$ cat src/rtl/dmem_access_unit.sv
`default_nettype none
// ============================================================================
// dmem_access_unit : RV32I load/store sequencer for a word-wide data_memory
// Revision 1.0
// ============================================================================
module dmem_access_unit #(
  parameter int DMEM_BYTES = 1024
) (
  input  logic        clk,
  input  logic        rst,
  input  logic        req_valid,
  output logic        req_ready,
  input  logic        req_we,
  input  logic [2:0]  req_funct3,
  input  logic [31:0] req_addr,
  input  logic [31:0] req_wdata,
  output logic        resp_valid,
  output logic        resp_err,
  output logic [31:0] resp_rdata,
  output logic [31:0] data_addr,
  output logic [31:0] w_data_mem,
  output logic        r_en_mem,
  output logic        w_en_mem,
  input  logic [31:0] r_data_mem
);

  typedef enum logic [2:0] {
    S_IDLE    = 3'd0,
    S_READ    = 3'd1,
    S_CAPTURE = 3'd2,
    S_WRITE   = 3'd3,
    S_RESP    = 3'd4
  } state_t;

  localparam logic [32:0] c_dmem_limit = 33'(DMEM_BYTES);

  state_t      r_state, w_state_nxt;
  logic        r_we, w_we_nxt;
  logic [2:0]  r_funct3, w_funct3_nxt;
  logic [1:0]  r_addr_lo, w_addr_lo_nxt;
  logic [15:0] r_wdata_lo, w_wdata_lo_nxt;
  logic        w_err_nxt;
  logic [31:0] w_rdata_nxt, w_daddr_nxt, w_wdata_nxt;
  logic        w_misalign, w_bad_funct3, w_out_of_range, w_req_err;

  function automatic logic [31:0] load_extract(input logic [2:0] f3, input logic [1:0] a,
                                               input logic [31:0] word);
    logic [7:0]  b;
    logic [15:0] h;
    case (a)
      2'd0:    b = word[7:0];
      2'd1:    b = word[15:8];
      2'd2:    b = word[23:16];
      default: b = word[31:24];
    endcase
    h = a[1] ? word[31:16] : word[15:0];
    case (f3)
      3'b000:  return {{24{b[7]}}, b};
      3'b001:  return {{16{h[15]}}, h};
      3'b100:  return {24'd0, b};
      3'b101:  return {16'd0, h};
      default: return word;
    endcase
  endfunction

  // data_memory only writes whole words, so sub-word stores splice into the word just read
  function automatic logic [31:0] store_merge(input logic [2:0] f3, input logic [1:0] a,
                                              input logic [31:0] word, input logic [15:0] wd);
    logic [31:0] m;
    m = word;
    if (f3 == 3'b000) begin
      case (a)
        2'd0:    m[7:0]   = wd[7:0];
        2'd1:    m[15:8]  = wd[7:0];
        2'd2:    m[23:16] = wd[7:0];
        default: m[31:24] = wd[7:0];
      endcase
    end else if (a[1]) begin
      m[31:16] = wd;
    end else begin
      m[15:0] = wd;
    end
    return m;
  endfunction

  always_comb begin
    w_misalign     = (req_funct3[1:0] == 2'b01 && req_addr[0]) ||
                     (req_funct3[1:0] == 2'b10 && req_addr[1:0] != 2'b00);
    w_bad_funct3   = req_we ? (req_funct3[2] || req_funct3[1:0] == 2'b11)
                            : (req_funct3 == 3'b011 || req_funct3[2:1] == 2'b11);
    w_out_of_range = ({1'b0, req_addr} + 33'd3) >= c_dmem_limit;
    w_req_err      = w_misalign || w_bad_funct3 || w_out_of_range;
  end

  always_comb begin
    w_state_nxt    = r_state;
    w_we_nxt       = r_we;
    w_funct3_nxt   = r_funct3;
    w_addr_lo_nxt  = r_addr_lo;
    w_wdata_lo_nxt = r_wdata_lo;
    w_err_nxt      = 1'b0;
    w_rdata_nxt    = 32'd0;
    w_daddr_nxt    = data_addr;
    w_wdata_nxt    = w_data_mem;
    case (r_state)
      S_IDLE: begin
        if (req_valid) begin
          w_we_nxt       = req_we;
          w_funct3_nxt   = req_funct3;
          w_addr_lo_nxt  = req_addr[1:0];
          w_wdata_lo_nxt = req_wdata[15:0];
          if (w_req_err) begin
            w_state_nxt = S_RESP;
            w_err_nxt   = 1'b1;
          end else begin
            w_daddr_nxt = {req_addr[31:2], 2'b00};
            if (!req_we || req_funct3[1:0] != 2'b10) begin
              w_state_nxt = S_READ;
            end else begin
              w_state_nxt = S_WRITE;
              w_wdata_nxt = req_wdata;
            end
          end
        end
      end
      S_READ:    w_state_nxt = S_CAPTURE;
      S_CAPTURE: begin
        if (!r_we) begin
          w_state_nxt = S_RESP;
          w_rdata_nxt = load_extract(r_funct3, r_addr_lo, r_data_mem);
        end else begin
          w_state_nxt = S_WRITE;
          w_wdata_nxt = store_merge(r_funct3, r_addr_lo, r_data_mem, r_wdata_lo);
        end
      end
      S_WRITE:   w_state_nxt = S_RESP;
      S_RESP:    w_state_nxt = S_IDLE;
      default:   w_state_nxt = S_IDLE;
    endcase
  end

  always_ff @(posedge clk) begin
    if (!rst) begin
      r_state    <= S_IDLE;
      r_we       <= 1'b0;
      r_funct3   <= 3'd0;
      r_addr_lo  <= 2'd0;
      r_wdata_lo <= 16'd0;
      req_ready  <= 1'b1;
      resp_valid <= 1'b0;
      resp_err   <= 1'b0;
      resp_rdata <= 32'd0;
      data_addr  <= 32'd0;
      w_data_mem <= 32'd0;
      r_en_mem   <= 1'b0;
      w_en_mem   <= 1'b0;
    end else begin
      r_state    <= w_state_nxt;
      r_we       <= w_we_nxt;
      r_funct3   <= w_funct3_nxt;
      r_addr_lo  <= w_addr_lo_nxt;
      r_wdata_lo <= w_wdata_lo_nxt;
      req_ready  <= (w_state_nxt == S_IDLE);
      resp_valid <= (w_state_nxt == S_RESP);
      resp_err   <= w_err_nxt;
      resp_rdata <= w_rdata_nxt;
      data_addr  <= w_daddr_nxt;
      w_data_mem <= w_wdata_nxt;
      r_en_mem   <= (w_state_nxt == S_READ);
      w_en_mem   <= (w_state_nxt == S_WRITE);
    end
  end

endmodule
`default_nettype wire

$ cat config.mk
export PLATFORM = sky130hd
export DESIGN_NAME = dmem_access_unit
export DESIGN_NICKNAME = d
export VERILOG_FILES = /design/src/rtl/dmem_access_unit.sv
export SDC_FILE = /design/constraint.sdc
export NUM_CORES = 1
export LEC_CHECK = 0
export CELL_PAD_IN_SITES_DETAIL_PLACEMENT = 1
export CELL_PAD_IN_SITES_GLOBAL_PLACEMENT = 2
export CORE_MARGIN = 2
export CORE_UTILIZATION = 26
export DETAILED_ROUTE_END_ITERATION = 6
export GPL_TIMING_DRIVEN = 1
export PLACE_DENSITY_LB_ADDON = 0.05
export REMOVE_ABC_BUFFERS = 1
export SYNTH_ARGS = -nofsm -noshare
export SYNTH_HDL_FRONTEND = slang
export SYNTH_SLANG_ARGS = --single-unit
$ cat constraint.sdc
create_clock -name clk -period 2.9 [get_ports clk]
set_input_delay 0.435 -clock clk [delete_from_list [all_inputs] [get_ports clk]]
set_output_delay 0.435 -clock clk [all_outputs]
set_load 0.03 [all_outputs]
==> results of run 1 <==
==> cells by family (layout without fill, tap and decap cells) <==
group	count (synthesis)	after routing	share of synthesized area (%)
XOR/XNOR	4	4	0.591
flip-flops	124	124	41.9
multiplexers	52	52	9.03
AO/OA/AOI/OAI	185	185	19.9
AND/OR/NAND/NOR	290	290	23.9
other	1	2	0.0632
buffers and inverters	58	284	4.60
==> timing repair <==
item,in CTS,in global routing
setup endpoints to repair,0,22
setup buffers,0,0
gates resized for setup,0,1
hold endpoints to repair,0,0
==> per-layer routing <==
metal / global-route usage [%] / part of all wire [%] / up-vias
met1: 26.6 / 50 / 2852
met5: 0 / 0 / -
met4: 4.37 / 0.59 / 0
li1: - / - / 2943
met3: 4.90 / 5.6 / 9
met2: 28.7 / 44 / 166
==> final timing paths <==
| check | from | end | slack (ns) | cells past startpoint |
|---|---|---|---|---|
| setup / recovery | req_addr[12] | w_data_mem[19] | 0.30 | 9 |
| hold / removal | w_data_mem[16] | w_data_mem[16] | 0.46 | 2 |
| hold reg to reg | w_data_mem[16] | w_data_mem[16] | 0.46 | 2 |
| setup reg to reg | r_funct3[0] | w_data_mem[23] | 0.47 | 7 |
==> worst max-delay path: cells and delay by family <==
kind | cells | cell delay [ns]
AO/OA/AOI/OAI | 3 | 0.90
AND/OR/NAND/NOR | 3 | 0.81
buffers and inverters | 2 | 0.61
multiplexers | 1 | 0.13
==> power by group through the flow <==
stage	logic (mW)	clock network, mW	registers [mW]
floorplan	0.251	0	1.79
global placement	0.599	0	1.79
detailed placement	0.608	0	1.79
CTS	0.612	2.21	1.75
global route	0.667	2.29	1.75
finish	0.610	2.15	1.75
==> per-stage QoR <==
stage / hold WS (ns) / instance area, um^2 / cells / setup WS (ns) / setup TNS (ns)
5_1_grt: 0.473 / 9010 / 1226 / 0.137 / 0
6_report: 0.458 / 9010 / 1226 / 0.297 / 0
3_3_place_gp: 0.443 / 8410 / 1194 / -0.180 / -5.71
3_5_place_dp: 0.445 / 8410 / 1194 / -0.372 / -12.01
4_1_cts: 0.460 / 9000 / 1226 / 0.0503 / 0
2_1_floorplan: 0.436 / 5690 / 665 / -0.758 / -25.65
==> registers in the layout, summed over array words and instances (netlist names) <==
register,flops
r_en_mem,1
resp_valid,1
r_addr_lo,2
r_we,1
req_ready,1
resp_err,1
r_state,3
w_en_mem,1
resp_rdata,32
w_data_mem,32
r_wdata_lo,16
data_addr,30
r_funct3,3
==> placed cells by master (no fill, tap or decap), types with 3 or more instances in the layout <==
master / synthesis / layout
xnor2_1: 3 / 3
clkbuf_16: 0 / 17
a21oi_1: 66 / 66
nor4_1: 5 / 5
o21a_1: 4 / 4
nand2_1: 178 / 177
a31oi_1: 8 / 8
mux2i_1: 49 / 49
inv_6: 0 / 5
buf_4: 4 / 41
nand4_1: 11 / 11
nor2b_1: 5 / 5
or3_1: 4 / 4
and3_1: 3 / 3
o21ai_0: 37 / 37
o2bb2ai_1: 14 / 14
o31ai_1: 8 / 8
inv_1: 7 / 7
nor3_1: 9 / 9
and2_4: 20 / 20
a22oi_1: 7 / 7
clkinvlp_4: 0 / 3
clkinv_4: 0 / 3
a22o_1: 8 / 8
nand3_1: 12 / 12
o22ai_1: 10 / 10
clkdlybuf4s50_1: 0 / 200
nor2_1: 24 / 24
dfxtp_1: 124 / 124
==> layout make-up <==
class                      count  area (um^2)  share of cell area (%)
tap                          285          357                    3.96
multi-input combinational    533         3200                    35.5
sequential                   124         2480                    27.6
timing repair buffer         244         2350                    26.1
clock inverter                15          163                    1.81
inverter                       8         30.0                   0.333
clock buffer                  17          425                    4.72
==> impl_metrics.tcl, run 1 <==
set metrics [dict create \
    critical_path_class "input pin to flop" \
    synth_top_area_share_pct 41.9 \
    nFillCells 2614 \
    utilization_pct 40.0 \
    p_per_area_nw_per_um2 501 \
    drt_first_iter_violations 210 \
    seqPwrFrac_pct 38.8 \
    setup_viol 0 \
    die_h_um 155 \
    syn2layout_area_growth_pct 51.9 \
    avgRoutedWirePerCell_um 18.4 \
    hold_buffers 0 \
    start_kind "input pin" \
    first_pass_iters 5 \
    ys.flop_type "dfxtp_1" \
    p_leak_nw 3.64 \
    vias 5970 \
    power_frac_clock_pct 47.7 \
    vdd_ir_drop_max_mv 0.353 \
    endpoint_kind "flop" \
    ys_ff_latch 124 \
    row_count 55 \
    fp.dieArea_um2 24000 \
    pwr-share-comb_pct 13.5 \
    crit_path_max_incr_delay_ns 0.47 \
    p_int_mw 3.28 \
    h-tree-depth 4 \
    worstPathArrival_ns 2.90 \
    io_pins 204 \
    min_period_ns 2.60 \
    nNetsFinal 1031 \
    ant_nets 0 \
    grt_pass1_vias 6147 \
    path_max_fanout 18 \
    dp_hpwl_um 16700 \
    power.switching_mw 1.23 \
    drc 0 \
    crit_slowest_cell "a222oi_1" \
    antenna_found_initial 0 \
    num_antenna_cells 0 \
    cap_violations 0 \
    total_power_mw 4.51 \
    yosysUniqueCellTypes 67 \
    grt_pass1_wl_um 35400 \
    clock_latency_ns 0.42 \
    hold_path.class "flop to flop" \
    finClkSkew_ns 0.0189 \
    die_w_um 155 \
    track_usage_pct 18.8 \
    start_util_pct 26.4 \
    cts_buffer_depth 2 \
    synthCells 714 \
    synth_commonest_cells "nand2_1, dfxtp_1, a21oi_1" \
    io_buffers 201 \
    cts_tree "done" \
    relSlewSlack_pct 51.7 \
    status "finished, final reports clean" \
    drt_wl_total_um 22500 \
    fin_crit_sh_pct 89.7 \
    worstPathRequired_ns 3.19 \
    crit_chain "clkdlybuf4s50_1, and3_1, and3_1, a311o_1, a222oi_1, and4_4, a21oi_4, buf_12, mux2i_1" \
    synth-seq-area-share_pct 41.9 \
    core_um2 22500 \
    drive_gt1_share_pct 12.6 \
    grt_max_degree 66 \
    worst_pin_slew_ns 0.725 \
    async_reset_ff_share_pct 0 \
    clock_tree.root_cell "clkbuf_16" \
    avgSynthCellArea_um2 8.31 \
    synthTopCellsByArea "dfxtp_1, nand2_1, mux2i_1, a21oi_1, o21ai_0" \
    vias_per_cell 4.87 \
    synth-edff-count 0 \
    cts.reportedPaths.clkPinSlew_ns 0.06 \
    rsz0062_at_grt "no" \
    yosys.area.top_type "dfxtp_1" \
    cpMostUsedCell "and3_1" \
    synthesis.area_um2 5930 \
    ys_warn_count 0 \
    place.gp.congestion 0.828 \
    yosysMostFrequentCell "nand2_1" \
    grt_remaining_overflow 0 \
    drv_slew 0 \
    clock-sinks 124 \
    numCtsBuffers 17 \
    sw_frac_of_total_pct 27.2 \
    fmax_ghz 0.384 \
    final_hold_viol_count 0 \
]
No activity file was read; power rests on OpenSTA's default activity.
==> inputs of run 2 (changes only) <==
- SKIP_LAST_GASP: not set -> 1
==> results of run 2 <==
Final layout, timing and power as in run 1 (identical DEF).
